### src/rtl/posit_pkg.sv
// Shared definitions for the posit packer: default geometry, FSM state
// encoding, result kinds and constant helpers for the saturation/special
// encodings (MAXPOS, MINPOS, NaR) as functions of the posit width.
package posit_pkg;

    localparam int POSIT_N  = 32;
    localparam int POSIT_ES = 3;
    localparam int SCALE_W  = 10;

    // FSM state encoding
    localparam logic [1:0] ST_IDLE  = 2'd0;
    localparam logic [1:0] ST_FILL  = 2'd1;
    localparam logic [1:0] ST_ROUND = 2'd2;
    localparam logic [1:0] ST_DONE  = 2'd3;

    typedef enum logic [1:0] {
        IDLE    = ST_IDLE,
        FILL    = ST_FILL,
        ROUND   = ST_ROUND,
        DONE_ST = ST_DONE
    } state_e;

    // What DONE_ST has to emit
    typedef enum logic [1:0] {
        KIND_NUM  = 2'd0,
        KIND_ZERO = 2'd1,
        KIND_NAR  = 2'd2
    } kind_e;

    // Largest positive posit: 0 followed by n-1 ones
    function automatic logic [63:0] posit_maxpos(input int n);
        return (64'd1 << (n - 1)) - 64'd1;
    endfunction

    // Smallest positive posit: 0...01
    function automatic logic [63:0] posit_minpos(input int n);
        return (n > 1) ? 64'd1 : 64'd0;
    endfunction

    // Not-a-Real: 1 followed by n-1 zeros
    function automatic logic [63:0] posit_nar(input int n);
        return 64'd1 << (n - 1);
    endfunction

    // Regime values at or beyond which the result saturates
    function automatic logic signed [SCALE_W-1:0] posit_sat_k_hi(input int n);
        return SCALE_W'(n - 2);
    endfunction

    function automatic logic signed [SCALE_W-1:0] posit_sat_k_lo(input int n);
        return SCALE_W'(1 - n);
    endfunction

endpackage

### src/rtl/posit_round_rne.sv
// Combinational rounding of a posit body.
// With POSIT_ENC_RNE_EN defined the body is rounded to nearest, ties to
// even, using the guard and sticky bits; otherwise it is truncated.
// In both builds an all-ones body never increments (MAXPOS is sticky) and
// a zero body is lifted to 1 so a nonzero value never encodes as zero.
module posit_round_rne #(
    parameter int BW = 31
) (
    input  logic [BW-1:0] body_i,
    input  logic          guard_i,
    input  logic          sticky_i,
    output logic [BW-1:0] body_o
);

    logic          inc_d;
    logic [BW-1:0] sum_d;

`ifndef POSIT_ENC_RNE_EN
    // Truncation build: guard and sticky are intentionally ignored
    logic unused_rnd;
    assign unused_rnd = guard_i ^ sticky_i;
`endif

    // Decide on the increment, apply it, then enforce the never-zero floor
    always_comb begin
        inc_d = 1'b0;
`ifdef POSIT_ENC_RNE_EN
        inc_d = guard_i & (sticky_i | body_i[0]) & ~(&body_i);
`endif
        sum_d  = body_i + BW'(inc_d);
        body_o = (sum_d == '0) ? BW'(1) : sum_d;
    end

endmodule

### src/rtl/posit_encoder.sv
// Multi-cycle posit packer: (sign, scale, normalized 64-bit mantissa) to an
// N-bit posit. The regime/exponent/fraction bitstream is built at capture
// time, then shifted out one bit per cycle for exactly N cycles so latency
// is independent of regime length. Saturating and special inputs skip
// straight to the output stage.
// Optional rounding: define POSIT_ENC_RNE_EN for round-to-nearest-even;
// without it the ROUND state truncates.
module posit_encoder
    import posit_pkg::*;
#(
    parameter int N  = POSIT_N,
    parameter int ES = POSIT_ES
) (
    input  logic               clk,
    input  logic               rst_n,
    input  logic               start,
    input  logic               sign_in,
    input  logic               zero_in,
    input  logic               nar_in,
    input  logic [SCALE_W-1:0] scale_in,
    input  logic [63:0]        mant_in,
    output logic [N-1:0]       posit_out,
    output logic               done,
    output logic               busy
);

    localparam int BW     = N - 1;          // body width (posit minus sign)
    localparam int FRAC_W = 62;             // fraction bits below the hidden bit
    localparam int TAIL_W = ES + FRAC_W;    // exponent + fraction
    localparam int SW     = BW + TAIL_W;    // longest non-saturated stream
    localparam int CNT_W  = $clog2(N + 1);

    localparam logic [N-1:0] MAXPOS = N'(posit_maxpos(N));
    localparam logic [N-1:0] MINPOS = N'(posit_minpos(N));
    localparam logic [N-1:0] NAR    = N'(posit_nar(N));
    localparam logic signed [SCALE_W-1:0] K_HI = posit_sat_k_hi(N);
    localparam logic signed [SCALE_W-1:0] K_LO = posit_sat_k_lo(N);
    localparam logic [CNT_W-1:0] FILL_LAST = CNT_W'(N - 1);

    // Registered state
    state_e            state_q;
    kind_e             kind_q;
    logic              sign_q;
    logic [CNT_W-1:0]  cnt_q;
    logic [SW-1:0]     stream_q;
    logic [N-1:0]      fill_q;
    logic [BW-1:0]     body_q;
    logic [N-1:0]      posit_q;
    logic              done_q;
    logic              busy_q;

    // Capture-time decode
    logic signed [SCALE_W-1:0] scale_s;
    logic signed [SCALE_W-1:0] k_s;
    logic signed [SCALE_W-1:0] rlen_s;
    logic [ES-1:0]             e_d;
    logic                      sat_hi_d;
    logic                      sat_lo_d;
    logic [SW-1:0]             regime_d;
    logic [SW-1:0]             stream_d;
    int                        k_i;
    int                        rlen_i;

    // Rounding / output staging
    logic                      sticky_d;
    logic [BW-1:0]             body_rnd_d;
    logic [N-1:0]              mag_d;
    logic [N-1:0]              signed_d;

    // The two leading mantissa bits are fixed at 01 by normalization
    logic unused_hdr;
    assign unused_hdr = ^mant_in[63:62];

    // Split scale into regime k and exponent e, detect saturation and
    // lay out the MSB-first stream: regime, then e, then fraction
    always_comb begin
        scale_s  = $signed(scale_in);
        k_s      = scale_s >>> ES;
        e_d      = scale_in[ES-1:0];
        sat_hi_d = (k_s >= K_HI);
        sat_lo_d = (k_s <= K_LO);
        k_i      = int'(k_s);
        rlen_s   = k_s[SCALE_W-1] ? (SCALE_W'(1) - k_s) : (k_s + SCALE_W'(2));
        rlen_i   = int'(rlen_s);
        if (sat_hi_d || sat_lo_d) begin
            // stream is discarded on these paths; keep shift amounts sane
            rlen_i = BW;
            k_i    = 0;
        end
        if (!k_s[SCALE_W-1]) begin
            // k+1 ones followed by a terminating zero
            regime_d = ((SW'(1) << (k_i + 1)) - SW'(1)) << 1;
        end else begin
            // -k zeros followed by a terminating one
            regime_d = SW'(1);
        end
        stream_d = (regime_d << (SW - rlen_i))
                 | (SW'({e_d, mant_in[FRAC_W-1:0]}) << (BW - rlen_i));
    end

    // After N shifts whatever remains in the stream is below the guard
    assign sticky_d = |stream_q;

    posit_round_rne #(
        .BW(BW)
    ) u_round (
        .body_i  (fill_q[N-1:1]),
        .guard_i (fill_q[0]),
        .sticky_i(sticky_d),
        .body_o  (body_rnd_d)
    );

    // Sign application on the final magnitude
    assign mag_d    = {1'b0, body_q};
    assign signed_d = sign_q ? (~mag_d + N'(1)) : mag_d;

    // Control FSM with registered outputs
    always_ff @(posedge clk) begin
        if (!rst_n) begin
            state_q  <= IDLE;
            kind_q   <= KIND_NUM;
            sign_q   <= 1'b0;
            cnt_q    <= '0;
            stream_q <= '0;
            fill_q   <= '0;
            body_q   <= '0;
            posit_q  <= '0;
            done_q   <= 1'b0;
            busy_q   <= 1'b0;
        end else begin
            done_q <= 1'b0;
            case (state_q)
                IDLE: begin
                    // the cycle carrying the done pulse never accepts a start
                    if (start && !done_q) begin
                        sign_q <= sign_in;
                        busy_q <= 1'b1;
                        if (nar_in) begin
                            kind_q  <= KIND_NAR;
                            state_q <= DONE_ST;
                        end else if (zero_in) begin
                            kind_q  <= KIND_ZERO;
                            state_q <= DONE_ST;
                        end else if (sat_hi_d) begin
                            kind_q  <= KIND_NUM;
                            body_q  <= MAXPOS[BW-1:0];
                            state_q <= DONE_ST;
                        end else if (sat_lo_d) begin
                            kind_q  <= KIND_NUM;
                            body_q  <= MINPOS[BW-1:0];
                            state_q <= DONE_ST;
                        end else begin
                            kind_q   <= KIND_NUM;
                            stream_q <= stream_d;
                            fill_q   <= '0;
                            cnt_q    <= '0;
                            state_q  <= FILL;
                        end
                    end
                end
                FILL: begin
                    fill_q   <= {fill_q[N-2:0], stream_q[SW-1]};
                    stream_q <= stream_q << 1;
                    cnt_q    <= cnt_q + CNT_W'(1);
                    if (cnt_q == FILL_LAST) begin
                        state_q <= ROUND;
                    end
                end
                ROUND: begin
                    body_q  <= body_rnd_d;
                    state_q <= DONE_ST;
                end
                DONE_ST: begin
                    case (kind_q)
                        KIND_NAR:  posit_q <= NAR;
                        KIND_ZERO: posit_q <= '0;
                        default:   posit_q <= signed_d;
                    endcase
                    done_q  <= 1'b1;
                    busy_q  <= 1'b0;
                    state_q <= IDLE;
                end
                default: begin
                    state_q <= IDLE;
                    busy_q  <= 1'b0;
                end
            endcase
        end
    end

    assign posit_out = posit_q;
    assign done      = done_q;
    assign busy      = busy_q;

endmodule

### config.mk
export PLATFORM = sky130hd
export DESIGN_NAME = posit_encoder
export DESIGN_NICKNAME = d
export VERILOG_FILES = /design/src/rtl/posit_pkg.sv /design/src/rtl/posit_round_rne.sv /design/src/rtl/posit_encoder.sv
export SDC_FILE = /design/constraint.sdc
export NUM_CORES = 1
export LEC_CHECK = 0
export BUFFER_PORTS_ARGS = -buffer_cell sky130_fd_sc_hd__clkbuf_2
export CAP_MARGIN = 20
export CORE_MARGIN = 1.5
export CORE_UTILIZATION = 50
export DETAILED_ROUTE_END_ITERATION = 10
export PLACE_DENSITY = 0.71
export SLEW_MARGIN = 20
export SYNTH_ARGS = -nofsm -noshare
export SYNTH_HDL_FRONTEND = slang
export SYNTH_SLANG_ARGS = --single-unit
### constraint.sdc
create_clock -name clk -period 6.7 [get_ports clk]
set_clock_uncertainty 0.1 [all_clocks]
set_input_delay 0.67 -clock clk [delete_from_list [all_inputs] [get_ports clk]]
set_output_delay 0.67 -clock clk [all_outputs]
set_load 0.01 [all_outputs]
### After elaboration in Yosys (flattened, before gate mapping)

Cells that the tools add are included.

* equality and inequality tests: 13
* reduce and logical (&&, ||, !) cells: 13
* order comparisons: 2
* bitwise operators: 2
* add/sub/neg operators: 8
* shift operators: 3
* mux-type cells: 43

Operators by type and width (number)
* $mux W96: 6
* $mux W32: 8
* $pmux W96 S2: 1
* $mux W31: 6
* $pmux W32 S2: 2
* $or A96 B96 Y96: 1
* $shl A65 B32 Y96: 1
* $shl A96 B32 Y96: 1
* $shl A1 B32 Y95 const A: 1
* $sub A95 B2 Y95 const B: 1
* $pmux W31 S2: 1
* $add A32 B1 Y32 const B: 1
* $add A32 B2 Y32 const B: 1
* $not A31 Y32: 1
* $sub A6 B32 Y32 const A: 1
* $sub A8 B32 Y32 const A: 1
* $logic_not A31 Y1: 1
* $mux W6: 5
* $mux W2: 7
* $ne A2 B2 Y1 const B: 6
* $pmux W6 S2: 1
* $mux W10: 1
* $add A7 B3 Y8 const B: 1
* $pmux W2 S4: 1
* other kinds (18): 27

* flip-flop bits (word level): 204
* word-level logic and storage cells: 94

### Depth between registers and ports, before layout

Gate-level depths: netlist (run 1).

* depth after elaboration: 15
* mapped depth: 34
* mapped depth without buffers: 25

### Modules after synthesis

Synthesis (run 1) repeated with hierarchy kept, for this count alone.

* cell total of the unflattened synthesis: 2859
* area total of the unflattened synthesis: 20289.5 um^2

Modules (own cells, without submodules)
* posit_encoder: seq. area each 4083.9 um^2, instances 1, cells an instance 2818, area each 20101.8 um^2
* posit_round_rne: seq. area each 0.0 um^2, instances 1, cells an instance 41, area each 187.7 um^2

### Least setup slack after synthesis (run 1)

Ideal clock, no wire load.

* path type: input-to-reg
* start point: input scale_in[5]
* end point: register stream_q[94]
* path buffers: 5
* data required time: 6.474 ns
* stages: 29
* arrival: 6.929 ns
* path slack: -0.455 ns
* setup time: 0.126 ns
* path through: clkbuf_1 -> clkbuf_1 -> inv_1 -> ha_1 -> nand4bb_1 -> clkbuf_1 -> a2bb2oi_2 -> and3_1 -> ha_1 -> and4_1 -> clkbuf_1 -> nand3_1 -> ha_1 -> or4b_2 -> nor4_2 -> o211a_1 -> and3_1 -> nand3_1 -> ha_1 -> clkbuf_1 -> o41ai_1 -> a31oi_2 -> o211a_1 -> or3_1 -> a32o_1 -> mux4_2 -> mux2_2 -> a311oi_1 -> a21oi_1

* cells in the longest elaborated chain, start to end: 15
* elaborated cells on any way between the ends: 26
* classes of those cells: 6 x add/sub; 2 x order compare; 2 x eq/ne; 3 x shift; 10 x mux; 1 x bitwise; 2 x reduce/logical

RTL lines
* from (decl): RTL line posit_encoder.sv:20 `input logic [SCALE_W-1:0] scale_in,`
* $ge A7 B6 Y1 or $le A7 B6 Y1 (tied branches): RTL line posit_encoder.sv:80, posit_encoder.sv:81
* $logic_or A1 B1 Y1: RTL line posit_encoder.sv:85 `if (sat_hi_d || sat_lo_d) begin`
* $mux W32: RTL line posit_encoder.sv:85
* $add A32 B2 Y32: RTL line posit_encoder.sv:92 `regime_d = ((SW'(1) << (k_i + 1)) - SW'(1)) << 1;`
* $shl A1 B32 Y95: RTL line posit_encoder.sv:92
* $sub A95 B2 Y95: RTL line posit_encoder.sv:92
* $mux W96: RTL line posit_encoder.sv:90 `if (!k_s[SCALE_W-1]) begin`
* $shl A96 B32 Y96: RTL line posit_encoder.sv:97 `stream_d = (regime_d << (SW - rlen_i))`
* $or A96 B96 Y96: RTL line posit_encoder.sv:98 `| (SW'({e_d, mant_in[FRAC_W-1:0]}) << (BW - rlen_i));`
* $mux W96: RTL line posit_encoder.sv:148 `end else if (sat_lo_d) begin`
* $mux W96: RTL line posit_encoder.sv:144 `end else if (sat_hi_d) begin`
* $mux W96: RTL line posit_encoder.sv:141 `end else if (zero_in) begin`
* $mux W96: RTL line posit_encoder.sv:138 `if (nar_in) begin`
* $mux W96: RTL line posit_encoder.sv:135 `if (start && !done_q) begin`
* $pmux W96 S2: RTL line posit_encoder.sv:132 `case (state_q)`
* to (signal assigned): RTL line posit_encoder.sv:154 `stream_q <= stream_d;`
* to (signal assigned): RTL line posit_encoder.sv:163 `stream_q <= stream_q << 1;`
* to (decl): RTL line posit_encoder.sv:45 `logic [SW-1:0] stream_q;`

Parallel ways exist; a longest one is shown, timed or not. The select of a mux whose other input is x is not followed.
A chain may end at the register's enable or synchronous reset.

### Final worst setup path (run 1)

* start point: input scale_in[4]
* end point: register stream_q[63]

Same word-level chain as after synthesis.

==> summary.md, run 1 <==
| Metric | Value |
|---|---|
| Result of the run | complete, no violations |
| Area growth from synthesis to layout | 11.7% |
| Net switching power | 2.29 mW |
| Number of register bits inferred by synthesis | a little over 200 |
| Area leader, netlist | sky130_fd_sc_hd__dfxtp_1 |
| Starting density of the core | 50.6% |
| Unique cell type count in the Yosys netlist | 95 |
| H-tree levels | 1 |
| Antenna diode instance count | 0 |
| Resize count post-CTS | 0 |
| Die area | 39,100 µm² |
| Most frequently used flop master after synthesis | sky130_fd_sc_hd__dfxtp_1 |
| Count of final setup violators | 0 |
| Combinational Power Share | 45.4% |
| Number of filler instances in the final layout | 3,632 |
| Clock tree from TritonCTS | built |
| PnR worst setup slack | 613 ps |
| CTS Root Buffer Type | sky130_fd_sc_hd__clkbuf_16 |
| Worst r2r path cells | 13 |
| Core Rows | 71 |
| Total count of hold-check failures in the final report | 0 |
| Commonest non-fill, non-tap cells in the layout | sky130_fd_sc_hd__nand2_1, sky130_fd_sc_hd__dfxtp_1, sky130_fd_sc_hd__o21ai_0 |
| Endpoint class of the critical path | flip-flop |
| Slew at the pin closest to its max-slew limit | 1170 ps |
| Layout Nets | between 2,000 and 3,000 |
| Remaining design rule violation count | 0 |
| Count of flip-flops with a built-in enable after synthesis | 0 |
| GRT Max-Usage Layer | met2 |
| Fraction of registers with async set or reset after synthesis | 0% |
| DPL Wire Length | 57,500 µm |
| Avg Vias per Cell | ~6.9 |
| Buffers inserted by post-CTS timing repair | 0 |
| GR Layer Usage met2 | between 60% and 70% |
| Required time of the critical path | 7000 ps |
| Number of global-route vias before repair | between 15,000 and 20,000 |
| Clock latency on the worst-skew pair | about 520 ps |
| Buffer levels on the longest clock path | 3 |
| Peak ir drop on the vdd network | about 240 µV |
| Final Wtd Congestion | 1.08 |
| Flip-flop and latch area | between 4000 and 5000 µm² |
| Number of standard cells after synthesis | roughly 2,600 |
| Most common cell after layout, fill and taps aside | sky130_fd_sc_hd__nand2_1 |
| Final setup TNS | 0 ps |
| Portion of the post-synthesis area used by sequential elements | 21.5% |
| Crit Reg-Reg Startpoint | body_q[0] |
| Worst slack at placement | ~170 ps |
| Crit path arrival time | 6390 ps |
| Critical Path Slowest Stage Cell | sky130_fd_sc_hd__or4b_4 |
| Worst path max stage delay | 520 ps |
| Type of the tightest min-delay check | input port to flip-flop |
| Count of routing violations after the opening detailed-route iteration | 2,524 |
| Core box area | 37,500 µm² |
| Fraction of final layout cells sized beyond drive strength 1 | ~13% |
| Minimum period implied by the final worst setup slack | 6090 ps |
| Hold buffer count at cts | 0 |
| Buffers on Ports | 111 |
| Via total after detailed routing | approximately 22,000 |
| Post-synthesis instance area | 19,000 µm² |
| Achievable frequency | 164 MHz |
| Post-Syn Area per Cell | between 7 and 8 µm² |
| Layout Cells excl Fill | roughly 3,200 |
| Power density over the cells | around 250 nW/µm² |
| Sink Count | 204 |
| Cts bufs inserted | 20 |
| Post-Place Cells | 3,143 |
| Multi-input logic area | 14,000 µm² |
| MaxCap Viol Count | 0 |
| Worst setup path class | input port to flip-flop |
| Critical path peak fanout | 6 |
| Chip width | 198 µm |
| Height of the die | a little under 200 µm |
| Yosys warnings | 0 |
| Share of the cycle needed by the critical path after routing | 90.8% |
| Area contributors post-synth | sky130_fd_sc_hd__dfxtp_1, sky130_fd_sc_hd__mux2i_1, sky130_fd_sc_hd__o21ai_0 |
| Crit start category | input port |
| Largest net degree at the start of global routing | between 150 and 200 |
| First-pass DRT Iterations | 8 |
| Critical R2R Capture | posit_out[30] |
| Static Leakage | 8.26 nW |
| Hold slack final | 310 ps |
| Sequential share of power | 31.6% |
| GR Layer Usage met3 | around 6.1% |
| Number of top-level design ports | 114 |
| Antenna violations before repair | 2 |
| Total chip power | about 5.3 mW |
| Clock transition at path regs | 70 ps |
| Startpoint of the tightest hold check path | sign_in |
| Setup repair after global routing missed its margin | false |
| Design internal power | between 2 and 3 mW |
| GR Layer Usage met1 | 50.4% |
| Critical path startpoint | scale_in[4] |
| Wire length per cell | ~24 µm |
| Most used cell, CP | sky130_fd_sc_hd__ha_1 |
| Total wire length | 77,500 µm |
| Wire length of the first global-routing pass | 117,000 µm |
| Global-route congestion overflow total | 0 |
| Share of power burned in the clock network | 23.0% |
| Worst setup path endpoint | stream_q[63] |
| Switch share | 43.5% |
| Area share of the largest cell type after synthesis | around 22% |
| Register-to-Register Setup Slack | 3010 ps |
| Number of nets still failing antenna checks after routing | 0 |
| Number of pins with negative max-slew slack in the final report | 0 |
| Headroom to the max-slew limit | a little over a fifth |
| Total global-route track usage | 38.3% |
metal layers:
layer	vias up	part of all wire (%)
met5	-	0.012
met4	2	5.5
met3	253	8.3
met2	1183	45
met1	10400	41
li1	10000	-
sequential cells by signal, summed over array words and instances (netlist names):
signal	count
busy	1
done	1
posit_out	32
body_q	31
fill_q	32
state_q	2
stream_q	96
cnt_q	6
kind_q	2
sign_q	1
worst max-delay path, delay by kind of cell:
kind            cells  cell delay (ps)
buf+inv             3              470
simple gates       11             2320
fa+ha+maj           4              870
compound gates      8             2050
how the worst min path moves through the flow:
stage | depth (start not counted) | end | slack, ps
floorplan | 2 | stream_q[83] | 310
detailed placement | 2 | stream_q[83] | 330
finish | 3 | sign_q | 310
global route | 3 | sign_q | 320
global placement | 2 | stream_q[83] | 320
CTS | 3 | sign_q | 300
area by class of cell:
class | count | share of cell area, %
Sequential cell | 204 | 19.3
Timing Repair Buffer | 240 | 7.50
Tap cell | 511 | 3.02
Multi-Input combinational cell | 2130 | 65.9
Inverter | 59 | 1.04
Clock buffer | 28 | 2.74
Clock inverter | 8 | 0.555
cells in the mapped netlist (33+ instances only):
| master | instances |
|---|---|
| sky130_fd_sc_hd__nand2_1 | 223 |
| sky130_fd_sc_hd__dfxtp_1 | 204 |
| sky130_fd_sc_hd__o21ai_0 | 204 |
| sky130_fd_sc_hd__a21oi_1 | 199 |
| sky130_fd_sc_hd__clkbuf_1 | 191 |
| sky130_fd_sc_hd__mux2i_1 | 180 |
| sky130_fd_sc_hd__nor2_1 | 171 |
| sky130_fd_sc_hd__nand3_1 | 126 |
| sky130_fd_sc_hd__inv_1 | 58 |
| sky130_fd_sc_hd__o211ai_1 | 58 |
| sky130_fd_sc_hd__a211oi_1 | 57 |
| sky130_fd_sc_hd__a31oi_1 | 54 |
| sky130_fd_sc_hd__o22ai_1 | 52 |
| sky130_fd_sc_hd__nor3_1 | 51 |
| sky130_fd_sc_hd__a22oi_1 | 50 |
| sky130_fd_sc_hd__nor2b_1 | 47 |
| sky130_fd_sc_hd__or3_1 | 47 |
| sky130_fd_sc_hd__a221oi_1 | 46 |
| sky130_fd_sc_hd__and2_1 | 44 |
| sky130_fd_sc_hd__ha_1 | 35 |
| sky130_fd_sc_hd__buf_1 | 33 |
| sky130_fd_sc_hd__xor2_1 | 33 |
stage by stage:
stage | utilization, % | instance area, µm²
floorplan | - | 19100
global placement | 54.5 | 20400
detailed placement | 54.6 | 20500
CTS | 56.4 | 21200
global route | 56.5 | 21200
finish | 56.5 | 21200
cells by family (layout without fill, tap and decap cells):
kind of cell	after synthesis	in the layout	share of synthesized area, %
mux	195	195	10.6
xor+xnor	50	50	2.38
simple gates	878	878	23.2
flops	204	204	21.5
buf+inv	303	335	6.16
fa+ha+maj	35	35	2.31
compound gates	954	954	33.8
other cells	2	18	0.0396
power groups by stage:
stage	clock network, mW	logic, mW	registers [mW]
6_report	1.21	2.38	1.66
5_1_grt	1.27	2.56	1.68
4_1_cts	1.22	2.31	1.65
3_5_place_dp	0	2.30	1.67
3_3_place_gp	0	2.26	1.66
2_1_floorplan	0	1.61	1.62
(Power assumes the default switching activity.)
==> run 2, diff against run 1 <==
ABC_CLOCK_PERIOD_IN_PS = 6700   (was not set)
CORE_MARGIN = not set   (was 1.5)
==> run 2 against run 1 <==
Against the previous run: register-to-register slack is essentially flat; fmax shrank 1.9%; sequential power is essentially flat; critical path type unchanged; largest cell class unchanged; largest power group unchanged.
==> summary.md, run 2 (synthesis gave the netlist of run 1 again) <==
| Metric | Value |
|---|---|
| Global-route congestion overflow total | 0 (unchanged) |
| Share of power burned in the clock network | 22.4% (-0.6 points) |
| Count of final setup violators | 0 (unchanged) |
| Crit start category | input port |
| H-tree levels | 1 (unchanged) |
| Endpoint class of the critical path | flip-flop |
| Resize count post-CTS | 0 (unchanged) |
| Area growth from synthesis to layout | 11.4% |
| Critical path peak fanout | 7 (+1) |
| Headroom to the max-slew limit | 22.3% (+1.0 points) |
| Crit path arrival time | 6550 ps (+160 ps) |
| Total count of hold-check failures in the final report | 0 (unchanged) |
| Peak ir drop on the vdd network | 220 µV (-7.6%) |
| Static Leakage | 8.25 nW (-0.16%) |
| Buffers inserted by post-CTS timing repair | 0 (unchanged) |
| Hold slack final | 326 ps (+16.1 ps) |
| Hold buffer count at cts | 0 (unchanged) |
| Antenna diode instance count | 0 (unchanged) |
| Height of the die | 197 µm (-0.51%) |
| Cts bufs inserted | 19 (-5.0%) |
| Required time of the critical path | 7040 ps (+40 ps) |
| Remaining design rule violation count | 0 (unchanged) |
| Sequential share of power | 31.8% (+0.2 points) |
| Via total after detailed routing | 21,900 (+0.11%) |
| Worst setup path endpoint | stream_q[75] |
| Share of the cycle needed by the critical path after routing | 92.6% (+1.8 points) |
| Slew at the pin closest to its max-slew limit | 1160 ps (-8.78 ps) |
| Sink Count | 204 (unchanged) |
| Antenna violations before repair | 0 (-2) |
| Register containing the most flip-flops in the final layout | stream_q |
| Final Wtd Congestion | 1.11 (+2.4%) |
| Chip width | 197 µm (-0.51%) |
| Worst r2r path cells | 13 (unchanged) |
| Number of top-level design ports | 114 (unchanged) |
| Power density over the cells | 246 nW/µm² (-0.58%) |
| Most common cell after layout, fill and taps aside | sky130_fd_sc_hd__nand2_1 |
| Clock transition at path regs | 70 ps (about the same) |
| Layout Nets | 2,773 (+0.11%) |
| Crit Reg-Reg Startpoint | body_q[0] |
| Fraction of final layout cells sized beyond drive strength 1 | 12.8% (+0.070 points) |
| Minimum period implied by the final worst setup slack | 6210 ps (+121 ps) |
| Largest net degree at the start of global routing | 127 (-16%) |
| Die area | 38,700 µm² (-1.0%) |
| Commonest non-fill, non-tap cells in the layout | sky130_fd_sc_hd__nand2_1, sky130_fd_sc_hd__dfxtp_1, sky130_fd_sc_hd__o21ai_0 |
| Design internal power | 2.96 mW (-0.22%) |
| Type of the tightest min-delay check | input port to flip-flop |
| Setup repair after global routing missed its margin | false |
| Clock latency on the worst-skew pair | 510 ps (about the same) |
| Wire length per cell | 24.3 µm (-0.45%) |
| Achievable frequency | 161 MHz (-1.9%) |
| Result of the run | complete, no violations |
| Number of global-route vias before repair | 19,700 (+0.076%) |
| Core Rows | 71 (unchanged) |
| Avg Vias per Cell | 6.88 (about the same) |
| Total wire length | 77,200 µm (-0.42%) |
| Final setup TNS | 0 ps (unchanged) |
| Wire length of the first global-routing pass | 118,000 µm (+0.79%) |
| Total global-route track usage | 38.6% (+0.25 points) |
| CTS Root Buffer Type | sky130_fd_sc_hd__clkbuf_16 |
| Core box area | 37,500 µm² (unchanged) |
| MaxCap Viol Count | 0 (unchanged) |
| Flip-flop count of the largest register after layout | 96 (unchanged) |
| Startpoint of the tightest hold check path | sign_in |
| Buffer levels on the longest clock path | 3 (unchanged) |
| Net switching power | 2.25 mW (-1.6%) |
| Switch share | 43.2% (-0.35 points) |
| Starting density of the core | 50.6% (unchanged) |
| Post-layout utilization of the core | 56.4% (-0.14 points) |
| Number of nets still failing antenna checks after routing | 0 (unchanged) |
| First-pass DRT Iterations | 6 (-2) |
| Count of routing violations after the opening detailed-route iteration | 2,474 (-2.0%) |
| Worst setup path class | input port to flip-flop |
| Critical R2R Capture | posit_out[30] |
| Critical path startpoint | scale_in[4] |
| Number of pins with negative max-slew slack in the final report | 0 (unchanged) |
| Buffers on Ports | 111 (unchanged) |
| DPL Wire Length | 57,300 µm (-0.29%) |
| Combinational Power Share | 45.8% (+0.4 points) |
| Clock tree from TritonCTS | built |
| Register-to-Register Setup Slack | 3020 ps (about the same) |
==> run 2: power groups by stage <==
| stage | registers, mW | logic [mW] | clock network (mW) |
|---|---|---|---|
| floorplan | 1.62 | 1.61 | 0 |
| global placement | 1.66 | 2.27 | 0 |
| detailed placement | 1.67 | 2.30 | 0 |
| CTS | 1.65 | 2.32 | 1.17 |
| global route | 1.68 | 2.57 | 1.23 |
| finish | 1.66 | 2.39 | 1.17 |
==> run 2: area by class of cell <==
type	instances	area [µm²]
Inverter	59	221
Clock inverter	9	126
Tap cell	511	639
Sequential cell	204	4080
Fill cell	3644	16300
Clock buffer	24	534
Multi-Input combinational cell	2130	14000
Timing Repair Buffer	244	1570
==> run 2: how the worst min path moves through the flow <==
stage	end	slack [ps]	depth (start not counted)
after floorplan	stream_q[83]	310	2
after global placement	stream_q[83]	320	2
after detailed placement	stream_q[83]	320	2
after CTS	sign_q	320	3
after global routing	sign_q	340	3
final	sign_q	330	3
==> run 2: through the flow <==
step / power, mW / setup WS, ps / cells / cell area (µm²)
final: 5.21 / 493 / 3181 / 21100
after global routing: 5.48 / 186 / 3181 / 21100
after CTS: 5.14 / 568 / 3181 / 21100
after detailed placement: 3.97 / 62.3 / 3148 / 20500
after global placement: 3.92 / 180 / 3148 / 20500
after floorplan: 3.23 / 140 / 2637 / 19100
==> run 2: metal layers <==
metal	track usage, %	vias to the layer above	part of all wire [%]
li1	-	10000	-
met1	50.5	10500	41
met3	6.45	219	8.3
met4	19.1	2	5.4
met2	61.2	1196	45
met5	0.639	-	0.044
==> run 2: worst max-delay path: stages <==
cell and delay (ps):
sky130_fd_sc_hd__clkbuf_2 130, sky130_fd_sc_hd__ha_1 230, sky130_fd_sc_hd__a311oi_2 470, sky130_fd_sc_hd__or2_1 190, sky130_fd_sc_hd__and3_4 190, sky130_fd_sc_hd__ha_2 170, sky130_fd_sc_hd__and4_1 240, sky130_fd_sc_hd__buf_4 150
sky130_fd_sc_hd__nand3_1 90, sky130_fd_sc_hd__ha_1 300, sky130_fd_sc_hd__nand4b_1 140, sky130_fd_sc_hd__nor4_4 70, sky130_fd_sc_hd__o211a_1 140, sky130_fd_sc_hd__and3_4 160, sky130_fd_sc_hd__nand3_1 80, sky130_fd_sc_hd__ha_1 180
sky130_fd_sc_hd__buf_4 170, sky130_fd_sc_hd__inv_1 90, sky130_fd_sc_hd__a211o_1 380, sky130_fd_sc_hd__o211ai_1 360, sky130_fd_sc_hd__a21boi_0 590, sky130_fd_sc_hd__nand2_1 110, sky130_fd_sc_hd__nand2_1 90, sky130_fd_sc_hd__a22oi_1 100
sky130_fd_sc_hd__o21ai_0 660, sky130_fd_sc_hd__a21oi_1 220, sky130_fd_sc_hd__a21oi_1 170
